[src/rtl/nibble_serial_add_ctrl.sv]
// Nibble-serial add sequencer wrapped around an external 4-bit ripple-carry
// adder. Accepts wide operands, walks them through the adder one nibble per
// cycle (LSB first) while chaining the carry, then presents the result.
//
//   state | meaning
//   ------+--------------------------------------------------------------
//   IDLE  | in_ready high, waiting for an operand handshake
//   RUN   | feeding nibble idx to the adder, capturing S/Cout each edge
//   DONE  | out_valid high, result held until out_ready
module nibble_serial_add_ctrl #(
  parameter int NIBBLES = 4
) (
  input  logic                 clk,
  input  logic                 rst_n,
  input  logic                 in_valid,
  output logic                 in_ready,
  input  logic [4*NIBBLES-1:0] op_a,
  input  logic [4*NIBBLES-1:0] op_b,
  input  logic                 op_cin,
  output logic [3:0]           add_a,
  output logic [3:0]           add_b,
  output logic                 add_cin,
  input  logic [3:0]           add_s,
  input  logic                 add_cout,
  output logic                 out_valid,
  input  logic                 out_ready,
  output logic [4*NIBBLES-1:0] sum,
  output logic                 carry_out,
  output logic                 overflow
);

  localparam int W    = 4 * NIBBLES;
  localparam int IDXW = (NIBBLES > 1) ? $clog2(NIBBLES) : 1;
  localparam logic [IDXW-1:0] LAST_IDX = IDXW'(NIBBLES - 1);

  typedef enum logic [1:0] {
    IDLE = 2'd0,
    RUN  = 2'd1,
    DONE = 2'd2
  } state_t;

  state_t          state_q, state_d;
  logic [IDXW-1:0] idx_q, idx_d;
  logic [W-1:0]    a_q, a_d;
  logic [W-1:0]    b_q, b_d;
  logic            cin_q, cin_d;
  logic            carry_q, carry_d;
  logic [W-1:0]    sum_q, sum_d;
  logic            cout_q, cout_d;
  logic            ovf_q, ovf_d;

  logic [3:0]      nib_a, nib_b;

  // Select the operand nibbles addressed by the current index.
  always_comb begin
    nib_a = 4'd0;
    nib_b = 4'd0;
    for (int i = 0; i < NIBBLES; i++) begin
      if (idx_q == IDXW'(i)) begin
        nib_a = a_q[4*i +: 4];
        nib_b = b_q[4*i +: 4];
      end
    end
  end

  // Adder drive: only active in RUN, quiet (all zero) otherwise.
  always_comb begin
    add_a   = 4'd0;
    add_b   = 4'd0;
    add_cin = 1'b0;
    if (state_q == RUN) begin
      add_a   = nib_a;
      add_b   = nib_b;
      add_cin = (idx_q == '0) ? cin_q : carry_q;
    end
  end

  // Next-state and datapath update for the sequencer.
  always_comb begin
    state_d = state_q;
    idx_d   = idx_q;
    a_d     = a_q;
    b_d     = b_q;
    cin_d   = cin_q;
    carry_d = carry_q;
    sum_d   = sum_q;
    cout_d  = cout_q;
    ovf_d   = ovf_q;

    case (state_q)
      IDLE: begin
        if (in_valid) begin
          a_d     = op_a;
          b_d     = op_b;
          cin_d   = op_cin;
          idx_d   = '0;
          carry_d = 1'b0;
          state_d = RUN;
        end
      end

      RUN: begin
        for (int i = 0; i < NIBBLES; i++) begin
          if (idx_q == IDXW'(i)) begin
            sum_d[4*i +: 4] = add_s;
          end
        end
        carry_d = add_cout;
        if (idx_q == LAST_IDX) begin
          // The MSB of the sum is add_s[3] this cycle, so overflow can be
          // registered together with the last nibble.
          cout_d  = add_cout;
          ovf_d   = (a_q[W-1] == b_q[W-1]) && (add_s[3] != a_q[W-1]);
          idx_d   = '0;
          state_d = DONE;
        end else begin
          idx_d = idx_q + IDXW'(1);
        end
      end

      DONE: begin
        if (out_ready) begin
          state_d = IDLE;
        end
      end

      default: begin
        state_d = IDLE;
      end
    endcase
  end

  // State and datapath registers with synchronous active-low reset.
  always_ff @(posedge clk) begin
    if (!rst_n) begin
      state_q <= IDLE;
      idx_q   <= '0;
      a_q     <= '0;
      b_q     <= '0;
      cin_q   <= 1'b0;
      carry_q <= 1'b0;
      sum_q   <= '0;
      cout_q  <= 1'b0;
      ovf_q   <= 1'b0;
    end else begin
      state_q <= state_d;
      idx_q   <= idx_d;
      a_q     <= a_d;
      b_q     <= b_d;
      cin_q   <= cin_d;
      carry_q <= carry_d;
      sum_q   <= sum_d;
      cout_q  <= cout_d;
      ovf_q   <= ovf_d;
    end
  end

  // Handshake flags and result outputs come straight from registers.
  always_comb begin
    in_ready  = (state_q == IDLE);
    out_valid = (state_q == DONE);
    sum       = sum_q;
    carry_out = cout_q;
    overflow  = ovf_q;
  end

endmodule

[config.mk]
export PLATFORM = sky130hd
export DESIGN_NAME = nibble_serial_add_ctrl
export DESIGN_NICKNAME = d
export VERILOG_FILES = /design/src/rtl/nibble_serial_add_ctrl.sv
export SDC_FILE = /design/constraint.sdc
export NUM_CORES = 1
export LEC_CHECK = 0
export CORE_ASPECT_RATIO = 0.8
export CORE_MARGIN = 2
export CORE_UTILIZATION = 40
export CTS_BUF_LIST = sky130_fd_sc_hd__clkbuf_16
export DETAILED_ROUTE_END_ITERATION = 16
export MAX_ROUTING_LAYER = met4
export PLACE_DENSITY = 0.73
export SETUP_SLACK_MARGIN = 0.3
export SLEW_MARGIN = 20
export SYNTH_ARGS = -nofsm -noshare
export SYNTH_HDL_FRONTEND = slang
export SYNTH_SLANG_ARGS = --single-unit
[constraint.sdc]
create_clock -name clk -period 1.4 [get_ports clk]
set_input_delay 0.14 -clock clk [delete_from_list [all_inputs] [get_ports clk]]
set_output_delay 0.14 -clock clk [all_outputs]
set_load 0.02 [all_outputs]
==> results.py, run 1 <==
metrics = {
    "drt": {
        "antenna_left": 0,
        "routed_via_density": 5.34,
        "drt-wirelength-per-cell_um": 18.2,
        "drt_iter0_markers": 149,
        "drc_errors": 0,
        "vias": 2643,
        "wl_um": 9020,
        "drtPass1Iterations": 4,
    },
    "synthesis": {
        "syn-num-nets": 340,
        "synth_top_area_cell": "dfxtp_1",
        "synthesis.area_um2": 2570,
        "synth_common_cells": "73 x nand2_1, 56 x dfxtp_1, 21 x nand3_1",
        "ys_seq_area_share_pct": 43.5,
        "synth-seq-cells": 56,
        "postSynthCellCount": 294,
        "avgSynthCellArea_um2": 8.76,
        "synth_async_sr_flop_share_pct": 0,
        "ys.flop_type": "dfxtp_1",
        "yosysUniqueCellTypes": 31,
        "synth_top_area_share_pct": 43.5,
        "synth_area_leaders": "dfxtp_1 44%, nand2_1 11%, a21boi_1 5.8%",
        "synth-edff-count": 0,
        "yosysWarnings": 0,
        "synth.most_common_cell": "nand2_1",
    },
    "critical_path": {
        "worstSetupEndpointType": "primary output",
        "worstReg2RegEnd": "overflow",
        "worst-r2r-cell-count": 6,
        "cp_max_fo": 4,
        "arrival_ns": 1.78,
        "r2r-start": "idx_q[1]",
        "cp-start-kind": "flop",
        "critPathRequiredTime_ns": 1.26,
        "r2r_setup_slack_ns": -0.31,
        "crit_type": "flop to primary output",
    },
    "clocking": {
        "cts_buffer_depth": 2,
        "path_clk_slew_ns": 0.07,
        "cts_tree": "yes",
        "cts_buffers": 5,
        "ctsHoldBuffers": 0,
        "root_buffer": "clkbuf_16",
        "htreeDepth": 2,
        "clk_latency_ns": 0.29,
        "cts.sinks": 56,
    },
    "sta": {
        "worst_pin_slew_ns": 0.384,
        "final-hold-violation-count": 0,
        "min_period_ns": 1.92,
        "finClkSkew_ns": 0.00975,
        "fin_crit_sh_pct": 137,
        "fin_ws_ns": -0.524,
        "slew_viol_final": 0,
        "fmax_mhz": 520,
        "rsz0062_at_grt": "true",
        "finalSetupTns_ns": -9.22,
        "setup_viol": 60,
        "slew-limit-headroom_pct": 74.4,
    },
    "finish": {
        "syn2layout_area_growth_pct": 81.6,
        "n_antenna_cell": 0,
        "nFillCells": 433,
        "nNetsFinal": 456,
        "final_util_pct": 74.1,
        "drive_gt1_share_pct": 49.6,
    },
    "worst_hold_path": {
        "holdPathEnd": "a_q[15]",
        "min_from": "op_a[15]",
        "min_path_type": "input port to flop",
        "hold_depth": 3,
    },
    "pwr": {
        "internal_power_mw": 3.11,
        "seqPwrFrac_pct": 40.9,
        "clkPwrFrac_pct": 33.1,
        "p_per_area_nw_per_um2": 914,
        "combPwrFrac_pct": 26.0,
        "power_leakage_nw": 1.88,
        "netSwitchingFraction_pct": 27.2,
        "ir_drop_mv": 0.759,
        "switchingPower_mw": 1.16,
    },
    "global_routing": {
        "grt_max_degree": 57,
        "grt_pass1_wl_um": 13100,
        "grt_pass1_vias": 2605,
        "antenna_found_initial": 0,
        "grt_overflow": 0,
        "grt.total_usage_pct": 24.7,
    },
    "die": {
        "die_width_um": 93.7,
        "ios": 71,
        "die_h_um": 75.8,
        "rows": 26,
        "design.die.area_um2": 7100,
        "start_util_pct": 40.8,
        "core-area_um2": 6310,
    },
    "flow_run": {
        "max-cap-violations": 0,
    },
    "outcome": {
        "status": "finished, violations left",
        "violations": "negative setup slack",
    },
    "place": {
        "gp_congestion": 0.743,
        "numPortBuffers": 70,
        "hpwl_um": 4640,
    },
}
## registers in the layout (all words and copies together) (netlist names)
register   flops
idx_q          2
sum           16
overflow       1
state_q        2
carry_out      1
carry_q        1
b_q           16
a_q           16
cin_q          1
## timing repair
action / 4_1_cts / 5_1_grt
gates resized for setup: 194 / 68
cloned: 8 / 0
pin swaps: 57 / 35
endpoints found under the setup margin: 85 / 79
buffers inserted: 14 / 5
hold endpoints to repair: 0 / 0
## layer usage
| layer | GRT usage, % | vias up | part of all wire (%) |
|---|---|---|---|
| met3 | 4.25 | 19 | 3.7 |
| met4 | 7.89 | 0 | 2.8 |
| li1 | - | 1248 | - |
| met2 | 44.0 | 78 | 51 |
| met1 | 28.9 | 1298 | 43 |
| met5 | - | - | 0 |
## logic make-up (layout without fill, tap and decap cells)
| group | Yosys count | after routing | share of synthesized area, % |
|---|---|---|---|
| AND/OR/NAND/NOR | 127 | 127 | 23.4 |
| multiplexers | 5 | 5 | 1.94 |
| buffers and inverters | 26 | 143 | 5.88 |
| flip-flops | 56 | 56 | 43.5 |
| adder cells (fa/ha/maj) | 4 | 4 | 1.94 |
| AO/OA/AOI/OAI | 76 | 76 | 23.3 |
## cells in the final DEF (no fill, tap or decap), drive strengths merged
cell           synthesis  final
nand2b                 3      3
clkdlybuf4s15          0     12
nor2                   2      2
clkdlybuf4s50          0     41
o21a                   1      1
o311a                  1      1
and3b                  1      1
o31ai                  6      6
a221oi                 8      8
clkbuf                10     11
nor2b                  7      7
o32ai                  2      2
or3b                   1      1
nand3                 21     21
inv                    3      3
o21ai                  9      9
nand3b                 4      4
and2                   1      1
dfxtp                 56     56
clkinv                 0      2
buf                   13     73
ha                     4      4
nor3b                  2      2
mux2i                  5      5
a21boi                49     49
nand2                 83     83
nor3                   2      2
bufinv                 0      1
## worst max-delay path by stage
stage              from        to  slack [ns]  cells after the start
2_1_floorplan  idx_q[1]  add_b[3]       -0.03                      6
3_3_place_gp   idx_q[1]  add_a[3]       -0.56                      7
3_5_place_dp   idx_q[1]  add_a[2]       -0.61                      7
4_1_cts        idx_q[1]  add_a[2]       -0.40                      7
5_1_grt        idx_q[0]  add_b[2]       -0.56                      7
6_report       idx_q[0]  add_b[2]       -0.52                      7
## critical path, cell delays in order (launching register included)
cell,delay [ns]
dfxtp_4,0.38
inv_4,0.08
ha_4,0.13
nor2b_4,0.17
buf_6,0.15
a221oi_4,0.08
o31ai_2,0.30
buf_4,0.21
## per-stage QoR
stage | total power [mW] | hold WS [ns] | setup slack, ns | std cells | cell area, µm²
2_1_floorplan | 2.16 | 0.279 | -0.0343 | 294 | 2740
3_3_place_gp | 2.45 | 0.448 | -0.560 | 460 | 3680
3_5_place_dp | 2.46 | 0.453 | -0.608 | 460 | 3680
4_1_cts | 4.14 | 0.397 | -0.401 | 490 | 4440
5_1_grt | 4.39 | 0.417 | -0.557 | 495 | 4680
6_report | 4.28 | 0.402 | -0.524 | 495 | 4680
## cell type report
cell class / count / area (µm²) / area share (%)
clock buffer: 5 / 125 / 2.68
clock inverter: 3 / 42.5 / 0.910
inverter: 3 / 18.8 / 0.401
multi-input combinational: 212 / 1840 / 39.4
sequential: 56 / 1130 / 24.2
tap: 84 / 105 / 2.25
timing repair buffer: 132 / 1410 / 30.2
## power by group through the flow
stage	Combinational, mW	Clock [mW]	Sequential (mW)
floorplan	0.395	0	1.76
detailed placement	0.702	0	1.76
global placement	0.687	0	1.76
CTS	0.971	1.43	1.74
global route	1.17	1.47	1.75
finish	1.11	1.42	1.75
Power figures use the tool's default switching activity.
==> run 2: changes to the inputs <==
--- a/config.mk
+++ b/config.mk
@@ -5,6 +5,7 @@
 export SDC_FILE = /design/constraint.sdc
 export NUM_CORES = 1
 export LEC_CHECK = 0
+export CAP_MARGIN = 5
 export CORE_ASPECT_RATIO = 0.8
 export CORE_MARGIN = 2
 export CORE_UTILIZATION = 40
==> results of run 2 <==
Same layout as run 1: the final DEF is identical, and so are final timing and power.
